[config.mk]
export PLATFORM = sky130hd
export DESIGN_NAME = axi_wr_burst_master
export DESIGN_NICKNAME = d
export VERILOG_FILES = /design/src/rtl/axi_wr_burst_master.sv
export SDC_FILE = /design/constraint.sdc
export NUM_CORES = 1
export LEC_CHECK = 0
export ABC_AREA = 1
export ABC_CLOCK_PERIOD_IN_PS = 3000
export BUFFER_PORTS_ARGS = -buffer_cell sky130_fd_sc_hd__buf_2
export CAP_MARGIN = 10
export CORE_MARGIN = 1.5
export CORE_UTILIZATION = 50
export CTS_BUF_LIST = sky130_fd_sc_hd__clkbuf_16
export DETAILED_ROUTE_END_ITERATION = 10
export PLACE_DENSITY = 0.87
export SYNTH_ARGS = -nofsm -noshare
export SYNTH_HDL_FRONTEND = slang
export SYNTH_SLANG_ARGS = --single-unit
[constraint.sdc]
create_clock -name clock -period 3 [get_ports clock]
set_input_delay 0 -clock clock [delete_from_list [all_inputs] [get_ports clock]]
set_output_delay 0 -clock clock [all_outputs]
set_load 0.05 [all_outputs]
[src/rtl/axi_wr_burst_master.sv]
// axi_wr_burst_master: write-side AXI4 master. Turns burst/tail requests from the
// FIFO status controller into INCR write bursts (split at MAX_BEATS), streams
// data from an FWFT line FIFO, and returns resp/done handshakes.
// Ports:
//   clock, rst_n                  clock, async active-low reset
//   burst_req, tail_req, req_len  level requests and their beat count
//   resp, done                    1-cycle pulses: accepted / fully written
//   rst_chain                     abort from controller
//   frame_start, frame_base       reload of the write address pointer
//   fifo_dout, fifo_empty, fifo_rd_en   FWFT FIFO read side
//   m_aw*, m_w*, m_b*             AXI4 write address/data/response channels
//   bresp_err                     sticky non-OKAY response flag
//   busy                          high whenever the FSM is not idle
module axi_wr_burst_master #(
    parameter int unsigned ADDR_W    = 32,
    parameter int unsigned DATA_W    = 64,
    parameter int unsigned LSIZE     = 9,
    parameter int unsigned AXI_ID    = 0,
    parameter int unsigned MAX_BEATS = 256
) (
    input  logic                  clock,
    input  logic                  rst_n,
    input  logic                  burst_req,
    input  logic                  tail_req,
    input  logic [LSIZE-1:0]      req_len,
    output logic                  resp,
    output logic                  done,
    input  logic                  rst_chain,
    input  logic                  frame_start,
    input  logic [ADDR_W-1:0]     frame_base,
    input  logic [DATA_W-1:0]     fifo_dout,
    input  logic                  fifo_empty,
    output logic                  fifo_rd_en,
    output logic [ADDR_W-1:0]     m_awaddr,
    output logic [7:0]            m_awlen,
    output logic [3:0]            m_awid,
    output logic [2:0]            m_awsize,
    output logic [1:0]            m_awburst,
    output logic                  m_awvalid,
    input  logic                  m_awready,
    output logic [DATA_W-1:0]     m_wdata,
    output logic [DATA_W/8-1:0]   m_wstrb,
    output logic                  m_wlast,
    output logic                  m_wvalid,
    input  logic                  m_wready,
    input  logic [1:0]            m_bresp,
    input  logic                  m_bvalid,
    output logic                  m_bready,
    output logic                  bresp_err,
    output logic                  busy
);
    localparam int unsigned SIZE_LOG2 = $clog2(DATA_W / 8);
    localparam int unsigned MB_W      = $clog2(MAX_BEATS + 1);
    localparam int unsigned CNT_W     = (LSIZE > MB_W) ? LSIZE : MB_W;
    localparam logic [CNT_W-1:0] MAX_BEATS_C = CNT_W'(MAX_BEATS);

    typedef enum logic [2:0] {S_IDLE, S_ADDR, S_DATA, S_BWAIT, S_FIN} state_t;

    state_t             state_q, state_d;
    logic [LSIZE-1:0]   remaining_q, remaining_d;
    logic [ADDR_W-1:0]  ptr_q, ptr_d;
    logic [CNT_W-1:0]   beats_q, beats_d;
    logic [7:0]         beat_cnt_q, beat_cnt_d;
    logic [7:0]         awlen_q, awlen_d;
    logic               awvalid_q, awvalid_d;
    logic               bready_q, bready_d;
    logic               busy_q, busy_d;
    logic               resp_q, resp_d;
    logic               done_q, done_d;
    logic               err_q, err_d;
    logic               resp_pend_q, resp_pend_d;
    logic               abort_q, abort_d;
    logic               fs_pend_q, fs_pend_d;
    logic               load_aw;

    logic in_data, aw_hs, w_hs, b_hs;

    // W channel is driven straight from the FWFT head; an abort drains with null strobes
    assign in_data    = (state_q == S_DATA);
    assign m_wvalid   = in_data & (abort_q | ~fifo_empty);
    assign m_wdata    = fifo_dout;
    assign m_wstrb    = abort_q ? '0 : '1;
    assign m_wlast    = in_data & (beat_cnt_q == awlen_q);
    assign fifo_rd_en = in_data & ~abort_q & ~fifo_empty & m_wready;

    assign aw_hs = awvalid_q & m_awready;
    assign w_hs  = m_wvalid & m_wready;
    assign b_hs  = bready_q & m_bvalid;

    assign m_awaddr  = ptr_q;
    assign m_awlen   = awlen_q;
    assign m_awid    = 4'(AXI_ID);
    assign m_awsize  = 3'(SIZE_LOG2);
    assign m_awburst = 2'b01;
    assign m_awvalid = awvalid_q;
    assign m_bready  = bready_q;
    assign resp      = resp_q;
    assign done      = done_q;
    assign bresp_err = err_q;
    assign busy      = busy_q;

    // State and datapath registers
    always_ff @(posedge clock or negedge rst_n) begin
        if (!rst_n) begin
            state_q     <= S_IDLE;
            remaining_q <= '0;
            ptr_q       <= '0;
            beats_q     <= '0;
            beat_cnt_q  <= '0;
            awlen_q     <= '0;
            awvalid_q   <= 1'b0;
            bready_q    <= 1'b0;
            busy_q      <= 1'b0;
            resp_q      <= 1'b0;
            done_q      <= 1'b0;
            err_q       <= 1'b0;
            resp_pend_q <= 1'b0;
            abort_q     <= 1'b0;
            fs_pend_q   <= 1'b0;
        end else begin
            state_q     <= state_d;
            remaining_q <= remaining_d;
            ptr_q       <= ptr_d;
            beats_q     <= beats_d;
            beat_cnt_q  <= beat_cnt_d;
            awlen_q     <= awlen_d;
            awvalid_q   <= awvalid_d;
            bready_q    <= bready_d;
            busy_q      <= busy_d;
            resp_q      <= resp_d;
            done_q      <= done_d;
            err_q       <= err_d;
            resp_pend_q <= resp_pend_d;
            abort_q     <= abort_d;
            fs_pend_q   <= fs_pend_d;
        end
    end

    // Next-state and output logic
    always_comb begin
        state_d     = state_q;
        remaining_d = remaining_q;
        ptr_d       = ptr_q;
        beats_d     = beats_q;
        beat_cnt_d  = beat_cnt_q;
        awlen_d     = awlen_q;
        resp_d      = 1'b0;
        done_d      = 1'b0;
        err_d       = err_q;
        resp_pend_d = resp_pend_q;
        abort_d     = abort_q;
        fs_pend_d   = fs_pend_q;
        load_aw     = 1'b0;

        // A frame reload seen while busy waits for the return to idle
        if (frame_start && (state_q != S_IDLE)) begin
            fs_pend_d = 1'b1;
        end

        case (state_q)
            S_IDLE: begin
                abort_d = 1'b0;
                if (frame_start || fs_pend_q) begin
                    ptr_d     = frame_base;
                    err_d     = 1'b0;
                    fs_pend_d = 1'b0;
                end
                // Both request kinds carry the same length, so tail priority is implicit
                if (tail_req || burst_req) begin
                    remaining_d = req_len;
                    if (req_len == '0) begin
                        resp_d  = 1'b1;
                        state_d = S_FIN;
                    end else begin
                        resp_pend_d = 1'b1;
                        load_aw     = 1'b1;
                        state_d     = S_ADDR;
                    end
                end
            end
            S_ADDR: begin
                if (rst_chain) abort_d = 1'b1;
                if (aw_hs) begin
                    beat_cnt_d = '0;
                    state_d    = S_DATA;
                    if (resp_pend_q) begin
                        resp_d      = 1'b1;
                        resp_pend_d = 1'b0;
                    end
                end
            end
            S_DATA: begin
                if (rst_chain) abort_d = 1'b1;
                if (w_hs) begin
                    beat_cnt_d = beat_cnt_q + 8'd1;
                    if (m_wlast) begin
                        state_d = S_BWAIT;
                        if (!abort_q) begin
                            ptr_d       = ptr_q + (ADDR_W'(beats_q) << SIZE_LOG2);
                            remaining_d = remaining_q - LSIZE'(beats_q);
                        end
                    end
                end
            end
            S_BWAIT: begin
                if (rst_chain) abort_d = 1'b1;
                if (b_hs) begin
                    if (m_bresp != 2'b00) err_d = 1'b1;
                    if (abort_q || rst_chain) begin
                        state_d = S_IDLE;
                    end else if (remaining_q != '0) begin
                        load_aw = 1'b1;
                        state_d = S_ADDR;
                    end else begin
                        state_d = S_FIN;
                    end
                end
            end
            S_FIN: begin
                done_d  = 1'b1;
                state_d = S_IDLE;
            end
            default: state_d = S_IDLE;
        endcase

        // Size the next sub-burst from what is left of the request
        if (load_aw) begin
            beats_d = (CNT_W'(remaining_d) > MAX_BEATS_C) ? MAX_BEATS_C : CNT_W'(remaining_d);
            awlen_d = 8'(beats_d - CNT_W'(1));
        end

        awvalid_d = (state_d == S_ADDR);
        bready_d  = (state_d == S_BWAIT);
        busy_d    = (state_d != S_IDLE);
    end
endmodule

======== Yosys cells after proc, flatten, opt, wreduce, memory -nomap -nowiden ========
Cells that the tools add are included.
storage, ports and cells
  output and inout port bits .............. 130
  bits in registers ....................... 78
  logic and storage cells ................. 118
cells by class
  equal/unequal tests ..................... 17
  order comparisons ....................... 1
  bitwise gates (word level) .............. 11
  muxes and demuxes ....................... 49
  $add $sub $neg .......................... 4
  reduce and logical (&&, ||, !) cells .... 21
operators by type and width
  cell                                                                   count
  32-bit two-way mux                                                     4
  32-bit one-hot mux with 2 select lines                                 1
  9-bit two-way mux                                                      5
  32-bit by 12-bit adder with 32-bit output                              1
  3-bit two-way mux                                                      8
  8-bit two-way mux                                                      3
  1-bit two-way mux                                                      20
  9-bit one-hot mux with 2 select lines                                  1
  2-bit inequality test, second input constant                           8
  8-bit one-hot mux with 2 select lines                                  1
  3-bit one-hot mux with 4 select lines                                  1
  2-bit nonzero test                                                     6
  1-bit one-hot mux with 2 select lines                                  5
  3-bit by 2-bit equality test with 1-bit output, second input constant  3
  9-bit > comparator, second input constant                              1
  9-bit zero test                                                        1
  9-bit nonzero test                                                     1
  9-bit subtractor                                                       1
  8-bit by 1-bit adder with 8-bit output, second input constant          1
  1-bit bitwise AND                                                      8
  8-bit equality test                                                    1
  4-bit AND reduction                                                    2
  8-bit by 1-bit subtractor with 8-bit output, second input constant     1
  3-bit by 1-bit equality test with 1-bit output, second input constant  2
  12 further kinds                                                       17

======== Depth between registers and ports, before layout ========
  depth in word-level cells ............... 9
  gate-level depth with buffers ........... 23
  depth with buffers taken out ............ 23

======== Worst setup path after synthesis ========
No wires, ideal clock.
  kind .................................... reg-to-reg
  start ................................... register ptr_q[3], in the netlist m_awaddr[3]
  end ..................................... register ptr_q[31], in the netlist m_awaddr[31]
  stages on the path, launching flop included .. 15
  path buffers ............................ 0
  data required time ...................... 2,871 ps
  arrival ................................. 2,655 ps
  slack ................................... 217 ps
  period minus slack after synthesis ...... 2,783 ps
  cells stage by stage .................... dfrtp_1 ha_1 inv_1 fa_1 inv_1 a31oi_1 o21bai_1 nand3_1 nand2_1 nand2_1 nor2_1 nand2_1 xor2_1 nor2_1 o22ai_1
between the ends
  cells in the longest elaborated chain, start to end .. 5
ends and longest elaborated chain
  element                                    line  RTL
  start: declaration                         61    logic [ADDR_W-1:0] ptr_q, ptr_d;
  start signal: assignment                   123   ptr_q <= ptr_d;
  32-bit by 12-bit adder with 32-bit output  199   ptr_d = ptr_q + (ADDR_W'(beats_q) << SIZE_LOG2);
  32-bit two-way mux                         198   if (!abort_q) begin
  32-bit two-way mux                         196   if (m_wlast) begin
  32-bit two-way mux                         194   if (w_hs) begin
  32-bit one-hot mux with 2 select lines     160   case (state_q)
No other way between the ends. The select of a mux whose other input is x is not followed.
A chain may end at the register's enable or synchronous reset.

======== Worst setup path after layout ========
  start ................................... register remaining_q[0]
  end ..................................... register awlen_q[6], in the netlist m_awlen[6]
between the ends
  cells in the longest elaborated chain, start to end .. 8
ends and longest elaborated chain
  element                                      line  RTL
  start: declaration                           60    logic [LSIZE-1:0] remaining_q, remaining_d;
  start signal: assignment                     122   remaining_q <= remaining_d;
  9-bit subtractor                             200   remaining_d = remaining_q - LSIZE'(beats_q);
  9-bit two-way mux                            198
  9-bit two-way mux                            196
  9-bit two-way mux                            194
  9-bit one-hot mux with 2 select lines        160
  net remaining_d[8]                           60
  9-bit > comparator                           228   beats_d = (CNT_W'(remaining_d) > MAX_BEATS_C) ? MAX_BEATS_C : CNT_W'(remaining_d);
  9-bit two-way mux                            228
  8-bit by 1-bit subtractor with 8-bit output  229   awlen_d = 8'(beats_d - CNT_W'(1));
  end signal: assignment                       126   awlen_q <= awlen_d;
  end: declaration                             64    logic [7:0] awlen_q, awlen_d;
The timed path passes the listed nets, and every way through them passes these cells.

==> flow_metrics.py <==
metrics = {
    "worst_hold_path": {
        "min_delay_path_depth": 0,
        "hp-class": "input pin to output port",
    },
    "setup_path": {
        "max_stage_delay_ns": 0.35,
        "cp_cell_sequence": "inv_1 > ha_1 > fa_2 > inv_1 > nand2_1 > nand2_1 > nand2_1 > nand2_1 > nand2_1 > nand3_1 > nand2_1 > nand3_2 > nand3b_4 > nor2_4 > inv_1 > ha_1 > nand2_1 > inv_1 > nand2_1 > nand3_1 > nand2_1 > inv_1",
        "critPathMaxFanout": 6,
        "start_kind": "register",
        "critPathKind": "register to register",
        "cp_slowest_cell": "dfrtp_1",
        "required_ns": 3.24,
        "cp-end-kind": "register",
        "rr_worst_depth": 22,
        "arrival_ns": 2.99,
        "crit_top_cell": "nand2_1",
    },
    "route": {
        "vias": 6298,
        "wl_um": 17100,
        "drc_errors": 0,
        "detail_route.wl_per_cell_um": 14.7,
        "ant_nets": 0,
        "first_pass_iters": 7,
        "initialDrtViolationCount": 636,
        "vias_per_cell": 5.40,
    },
    "synthesis": {
        "synth_flop_cell": "dfrtp_1",
        "postSynthCellCount": 918,
        "synth_most_common_cell": "nand2_1",
        "synth-edff-count": 0,
        "synth_area_per_cell_um2": 6.84,
        "synth_cell_types": 49,
        "yosys_register_bits": 78,
        "syn_area_um2": 6280,
        "yosys_warnings": 0,
        "ys_top_cells_by_count": "nand2_1 (227), inv_1 (115), nor2_1 (88), buf_4 (80), dfrtp_1 (78)",
        "synth_top_area_share_pct": 31.1,
        "yosysSeqAreaShare_pct": 31.1,
        "yosysTopAreaCell": "dfrtp_1",
        "synthTopCellsByArea": "dfrtp_1 (31%), nand2_1 (14%), buf_4 (9.6%)",
        "synthArstFlopShare_pct": 100,
    },
    "pwr": {
        "vdd_drop_max_mv": 1.23,
        "powerDensity_nw_per_um2": 1350,
        "power.static_leakage_nw": 3.67,
    },
    "timing": {
        "rsz0062_at_grt": "no",
        "holdWs_ns": 0.0000193,
        "fin_tns_setup_ns": 0,
        "post-route-period-util_pct": 91.5,
        "finalHoldViolCount": 0,
        "setup_viol": 0,
        "tightest_slew_ns": 1.01,
        "slew_headroom_pct": 32.4,
        "timing.fmax_ghz": 0.364,
        "clock_skew_ns": 0.00746,
        "slew_violations": 0,
        "min_period_ns": 2.75,
    },
    "die": {
        "num_rows": 40,
        "die_w_um": 115,
        "io_pins": 247,
        "start_util_pct": 51.8,
        "core_um2": 12100,
        "die_h_um": 115,
        "fp.dieArea_um2": 13200,
    },
    "clocking": {
        "cts_tree": "yes",
        "clock-sinks": 78,
        "clock_latency_ns": 0.35,
        "cts.path.max_buffers": 2,
        "h-tree-depth": 3,
        "cts_buffers": 9,
        "ctsRootBufferMaster": "clkbuf_16",
        "worst_setup_hold_path_clk_slew_ns": 0.06,
    },
    "placement": {
        "dpl-instance-area_um2": 6470,
        "place_congestion": 0.987,
        "portBuffers": 109,
        "hpwl_um": 12000,
    },
    "layout": {
        "drive_above_1_share_pct": 17.7,
        "num-nets-final": 1133,
        "antennaDiodeCount": 0,
        "stdcell_area_um2": 7120,
        "syn_to_final_growth_pct": 13.5,
    },
    "global_route": {
        "grt_max_degree": 79,
        "grt_pass1_vias": 5984,
        "grt_usage_pct": 26.5,
        "grt_pass1_wl_um": 27800,
        "overflow": 0,
        "antenna_found_initial": 0,
    },
    "run_status": {
        "outcome": "finished, final reports clean",
    },
    "job": {
        "drv_cap": 0,
    },
}
[per-stage QoR]
step / total power [mW] / utilization (%) / setup WS (ns) / std cells
floorplan: 7.04 / - / 0.217 / 925
global placement: 8.11 / 53.4 / 0.345 / 1115
detailed placement: 8.24 / 53.4 / 0.248 / 1115
CTS: 9.43 / 58.6 / 0.224 / 1164
global route: 10.4 / 58.8 / 0.0120 / 1167
finish: 9.61 / 58.8 / 0.254 / 1167
[cells by family after synthesis]
group	Yosys count	share of synthesized area (%)
simple gates	440	31.4
buf+inv	222	18.2
compound gates	137	12.1
flops	78	31.1
fa+ha+maj	22	4.62
xor+xnor	17	2.37
other cells	2	0.120
[cell usage in the layout, fill, tap and decap left out, types with 11 or more instances in the layout]
master / instances
a21oi_1: 34
buf_2: 108
buf_4: 11
dfrtp_1: 77
dlygate4sd3_1: 33
ha_1: 19
inv_1: 117
nand2_1: 227
nand3_1: 55
nor2_1: 88
nor3_1: 21
o21ai_0: 63
xor2_1: 13
[flip-flops by register name (all words and copies together) (netlist names)]
| name | cells |
|---|---|
| beats_q | 9 |
| bresp_err | 1 |
| remaining_q | 9 |
| state_q | 3 |
| m_awaddr | 32 |
| resp | 1 |
| busy | 1 |
| beat_cnt_q | 8 |
| m_awlen | 8 |
| fs_pend_q | 1 |
| m_awvalid | 1 |
| m_bready | 1 |
| abort_q | 1 |
| done | 1 |
| resp_pend_q | 1 |
[power by group]
| part | leakage [nW] | switching (mW) | internal, mW | total, mW |
|---|---|---|---|---|
| sequential | 0.954 | 0.526 | 1.56 | 2.08 |
| clock | 0.146 | 0.454 | 0.639 | 1.09 |
| combinational | 2.57 | 4.52 | 1.92 | 6.43 |
| total | 3.67 | 5.50 | 4.11 | 9.61 |
[per-layer routing]
metal | track usage, % | wire, um | vias up
met5 | 0 | 0 | -
met4 | 10.2 | 445 | 0
met3 | 5.90 | 1200 | 45
met2 | 46.2 | 8360 | 286
met1 | 31.9 | 7100 | 2950
li1 | - | - | 3017
[what timing repair did]
action | in CTS | in global routing
endpoints found under the setup margin | 0 | 5
hold buffers | 33 | 0
hold endpoints to repair | 111 | 0
setup buffers | 0 | 3
gates resized for setup | 0 | 3
[layout make-up]
cell class / count / area (um2)
Timing Repair Buffer: 153 / 973
Sequential cell: 78 / 1950
Clock inverter: 7 / 66.3
Clock buffer: 9 / 225
Tap cell: 168 / 210
Multi-Input combinational cell: 625 / 3210
Inverter: 127 / 482
Fill cell: 1132 / 4990
[final timing paths]
check                                from  slack [ns]            to
max in group asynchronous           rst_n        1.96    beats_q[0]
hold reg to reg                state_q[1]        0.46          done
min in group asynchronous           rst_n        0.36  m_awaddr[30]
setup reg to reg           remaining_q[0]        0.25    m_awlen[6]
hold / removal              fifo_dout[23]     0.00002   m_wdata[23]
setup / recovery           remaining_q[0]        0.25    m_awlen[6]
[critical path, delay by kind of cell, from the launching register on]
family / cells / cell delay [ns]
buf+inv: 5 / 0.34
flops: 1 / 0.35
simple gates: 14 / 1.14
fa+ha+maj: 3 / 0.79
(Power assumes the default switching activity.)
